===== config.mk =====
export PLATFORM = sky130hd
export DESIGN_NAME = seq_mag_comparator
export DESIGN_NICKNAME = d
export VERILOG_FILES = /design/src/rtl/seq_mag_comparator.sv
export SDC_FILE = /design/constraint.sdc
export NUM_CORES = 1
export LEC_CHECK = 0
export CAP_MARGIN = 25
export CELL_PAD_IN_SITES_DETAIL_PLACEMENT = 0
export CELL_PAD_IN_SITES_GLOBAL_PLACEMENT = 1
export CORE_MARGIN = 1
export CORE_UTILIZATION = 43
export CTS_CLUSTER_SIZE = 16
export DETAILED_ROUTE_END_ITERATION = 8
export GPL_TIMING_DRIVEN = 0
export HOLD_SLACK_MARGIN = 0.02
export PLACE_DENSITY_LB_ADDON = 0.1
export SKIP_LAST_GASP = 1
export SLEW_MARGIN = 25
export SYNTH_ARGS = -nofsm -noshare
export SYNTH_HDL_FRONTEND = slang
export SYNTH_SLANG_ARGS = --single-unit

===== constraint.sdc =====
create_clock -name clk -period 3.2 [get_ports clk]
set_input_delay 0.32 -clock clk [delete_from_list [all_inputs] [get_ports clk]]
set_output_delay 0.32 -clock clk [all_outputs]
set_load 0.02 [all_outputs]

===== src/rtl/seq_mag_comparator.sv =====
// Iterative magnitude comparator: examines one 2-bit slice per clock, MSB first,
// and stops at the first unequal slice. Supports unsigned and two's-complement operands.
module seq_mag_comparator #(
  parameter int unsigned WIDTH = 8
) (
  input  logic             clk,
  input  logic             rst,
  input  logic             start,
  input  logic             mode,
  input  logic [WIDTH-1:0] A,
  input  logic [WIDTH-1:0] B,
  output logic             busy,
  output logic             done,
  output logic             AgB,
  output logic             AlB,
  output logic             AeqB
);

  localparam int unsigned SLICES = WIDTH / 2;
  localparam int unsigned IW     = (SLICES > 1) ? $clog2(SLICES) : 1;
  localparam logic [IW-1:0] TOP  = IW'(SLICES - 1);

  if ((WIDTH < 2) || (WIDTH % 2 != 0)) begin : g_width_check
    $error("seq_mag_comparator: WIDTH must be even and >= 2");
  end

  typedef enum logic {
    IDLE,
    COMPARE
  } state_t;

  state_t           state;
  logic [WIDTH-1:0] a_q;
  logic [WIDTH-1:0] b_q;
  logic [IW-1:0]    idx;
  logic [1:0]       slice_a;
  logic [1:0]       slice_b;

  always_comb begin
    slice_a = a_q[{idx, 1'b0} +: 2];
    slice_b = b_q[{idx, 1'b0} +: 2];
  end

  // Signed mode flips the sign bits on capture (offset binary), so the unsigned
  // slice compare orders two's-complement values correctly.
  always_ff @(posedge clk or posedge rst) begin
    if (rst) begin
      state <= IDLE;
      a_q   <= '0;
      b_q   <= '0;
      idx   <= TOP;
      busy  <= 1'b0;
      done  <= 1'b0;
      AgB   <= 1'b0;
      AlB   <= 1'b0;
      AeqB  <= 1'b0;
    end else begin
      done <= 1'b0;
      case (state)
        IDLE: begin
          if (start) begin
            a_q   <= {A[WIDTH-1] ^ mode, A[WIDTH-2:0]};
            b_q   <= {B[WIDTH-1] ^ mode, B[WIDTH-2:0]};
            idx   <= TOP;
            busy  <= 1'b1;
            state <= COMPARE;
          end
        end
        COMPARE: begin
          if (slice_a > slice_b) begin
            AgB   <= 1'b1;
            AlB   <= 1'b0;
            AeqB  <= 1'b0;
            done  <= 1'b1;
            busy  <= 1'b0;
            state <= IDLE;
          end else if (slice_a < slice_b) begin
            AgB   <= 1'b0;
            AlB   <= 1'b1;
            AeqB  <= 1'b0;
            done  <= 1'b1;
            busy  <= 1'b0;
            state <= IDLE;
          end else if (idx == '0) begin
            AgB   <= 1'b0;
            AlB   <= 1'b0;
            AeqB  <= 1'b1;
            done  <= 1'b1;
            busy  <= 1'b0;
            state <= IDLE;
          end else begin
            idx <= idx - 1'b1;
          end
        end
        default: state <= IDLE;
      endcase
    end
  end

endmodule

==> flow_metrics.py <==
metrics = {
    "detailed_routing": {
        "vias": 674,
        "firstDrtPassIters": 3,
        "drt_iter0_drc": 6,
        "wl_per_cell_um": 13.56,
        "routed_wl_um": 1899,
        "vias_per_cell": 4.814,
        "drc_errors": 0,
        "ant_nets": 0,
    },
    "placed_design": {
        "gp_congestion": 0.6658,
        "placed_cell_area_um2": 1450,
        "io_buffer_count": 24,
        "hpwl_um": 1382,
        "dp_cells": 136,
    },
    "floorplanning": {
        "die_x_um": 54.22,
        "initial_core_util": 0.4648,
        "fp.dieH_um": 54.22,
        "num_rows": 18,
        "core-area_um2": 2522,
        "ios": 25,
        "die_area_um2": 2939,
    },
    "cells_and_area": {
        "finish.net_count": 134,
        "layout-drive-gt1-share": 0.2455,
        "postLayoutCoreUtil": 0.5853,
        "antennaDiodeCount": 0,
        "finalInstanceArea_um2": 1476,
        "syn2layout_area_growth_pct": 25.93,
        "final_cells": 140,
    },
    "cts": {
        "postCtsSetupRepairBufs": 0,
        "clk_latency_ps": 300,
        "cts_tree": "yes",
        "clk_pin_slew_ps": 130,
        "cts_num_sinks": 24,
        "numCtsBuffers": 3,
        "clock_path_buffers": 2,
        "htreeDepth": 1,
        "cts_resized": 0,
        "root_buffer": "clkbuf_4",
        "holdBufCountCts": 0,
    },
    "critical_path": {
        "cp_cell_sequence": "buf_2 > mux4_2 > ha_1 > nand2_1 > o31ai_1 > a22o_1",
        "crit_fanout": 6,
        "crit_path_end_kind": "flip-flop",
        "critical-path-top-delay-family": "compound AO/OA/AOI/OAI gates",
        "rrSetupSlack_ps": 810,
        "setup.worst_path.start_class": "flip-flop",
        "r2r_cells": 6,
        "cp.arrival_ps": 2640,
        "criticalPathCategory": "flip-flop to flip-flop",
        "rr_startpoint": "idx[1]$_DFFE_PP1P_",
        "required_ps": 3450,
        "critPathMaxStageDelay_ps": 540,
        "crit_buf_inv": 1,
        "slowest_stage": "mux4_2",
        "r2r-end": "AlB$_DFFE_PP0P_",
    },
    "logic_synthesis": {
        "synthAdderAreaFrac": 0.03202,
        "ys_seq_area_frac": 0.5144,
        "ys.flop_type": "dfrtp_1",
        "synth_top_family_by_area": "multiplexers",
        "yosys_warnings": 0,
        "syn_nets": 105,
        "async_reset_ff_frac": 1.000,
        "ys_ff_latch": 24,
        "synthXorXnorAreaFrac": 0.01494,
        "yosysTopAreaCell": "dfrtp_1",
        "synthSimpleGateAreaFrac": 0.07150,
        "netlist_area_um2": 1172,
        "yosysMostFrequentCell": "dfrtp_1",
        "yosys-top-cells-count": "22 x dfrtp_1, 12 x mux2_4, 7 x inv_1, 6 x nor2_1, 4 x mux4_2",
        "synth_compound_gate_area_share": 0.05336,
        "synth.top_cell.area_share": 0.4696,
        "ys_top_cells_by_area": "dfrtp_1 47%, mux2_4 15%, mux4_2 7.7%, dfstp_2 4.5%, ha_1 3.2%",
        "netlist_instances": 82,
        "muxShareOfSynthArea": 0.2668,
        "avgSynthCellArea_um2": 14.30,
        "synth_cell_type_count": 25,
        "synth_edf_count": 0,
    },
    "timing": {
        "relSlewSlack": 0.3956,
        "fin_crit_ps": 2392,
        "finalMaxSlewViolations": 0,
        "rsz0062_at_grt": "false",
        "finClkSkew_ps": 3.841,
        "finalSetupViolCount": 0,
        "fin_crit_sh": 0.7476,
        "tightest_slew_ps": 905.6,
        "hold_ws_ps": 495.2,
        "tns_ps": 0,
        "hold_violations": 0,
        "clock.fmax_mhz": 418.0,
    },
    "global_route": {
        "grt_pass1_wl_um": 3111,
        "grt_antenna_before_repair": 0,
        "grt-ovfl-total": 0,
        "grt_pass1_vias": 685,
        "grt_use_total": 0.1547,
        "grt_max_degree": 25,
    },
    "hold_path": {
        "hold_class": "primary input to asynchronous set/reset pin",
    },
    "power_and_ir_drop": {
        "p_leak_nw": 0.6688,
        "powerDensity_nw_per_um2": 887.3,
        "ir_drop_v": 0.0005024,
    },
    "job": {
        "cap_violations": 0,
    },
    "outcome": {
        "status": "completed",
    },
}
stage by stage:
stage                     worst slack, ps  power, mW
after floorplan                      1040      1.025
after global placement              812.9      1.179
after detailed placement            828.0      1.191
after CTS                           788.8      1.330
after global routing                690.5      1.419
final                               807.7      1.310
layer usage:
layer | global-route usage | part of all wire | wire, um
met2 | 0.2541 | 0.46 | 875
met1 | 0.2018 | 0.50 | 942
met3 | 0.02500 | 0.034 | 65
met4 | 0.06410 | 0.0079 | 15
met5 | 0 | 0 | 0
sequential cells by signal, indices dropped and copies added (netlist names):
register  flops
idx           2
AgB           1
AlB           1
busy          1
state         1
a_q           8
AeqB          1
b_q           8
done          1
cells by family after synthesis:
| group | after synthesis |
|---|---|
| muxes | 20 |
| xor gates and xnor gates | 2 |
| DFF | 24 |
| buffers and inverters | 11 |
| adders and majority gates | 3 |
| AOI/OAI and AO/OA | 9 |
| and+or+nand+nor | 13 |
report_power, final:
part           switching, mW  internal (mW)  leakage, nW
sequential            0.0751          0.442        0.280
combinational          0.280          0.379        0.374
clock                 0.0851         0.0485       0.0150
cell type report:
type,instances,area (um^2)
fill,226,1046
sequential,24,603.1
multi-input combinational,47,514.2
timing repair buffer,24,240.2
tap,30,37.54
buffer,4,28.78
clock buffer,4,26.28
inverter,7,26.28
cell usage in the layout (no fill, tap or decap), types with 3 or more instances in the layout:
| cell | Yosys | routed |
|---|---|---|
| clkdlybuf4s50_1 | 0 | 24 |
| dfrtp_1 | 22 | 22 |
| mux2_4 | 12 | 12 |
| inv_1 | 7 | 7 |
| nor2_1 | 6 | 6 |
| mux4_2 | 4 | 4 |
| a21oi_1 | 3 | 3 |
| ha_1 | 3 | 3 |
| clkbuf_4 | 0 | 3 |
worst max-delay path by stage:
| stage | cells after the start | endpoint | start | slack [ps] |
|---|---|---|---|---|
| 5_1_grt | 6 | AlB$_DFFE_PP0P_ | idx[1]$_DFFE_PP1P_ | 690 |
| 4_1_cts | 6 | AlB$_DFFE_PP0P_ | idx[1]$_DFFE_PP1P_ | 790 |
| 6_report | 6 | AlB$_DFFE_PP0P_ | idx[1]$_DFFE_PP1P_ | 810 |
| 3_3_place_gp | 6 | AlB$_DFFE_PP0P_ | idx[1]$_DFFE_PP1P_ | 810 |
| 2_1_floorplan | 6 | idx[0]$_DFFE_PP1P_ | idx[1]$_DFFE_PP1P_ | 1040 |
| 3_5_place_dp | 6 | AlB$_DFFE_PP0P_ | idx[1]$_DFFE_PP1P_ | 830 |
(Power assumes the default switching activity.)
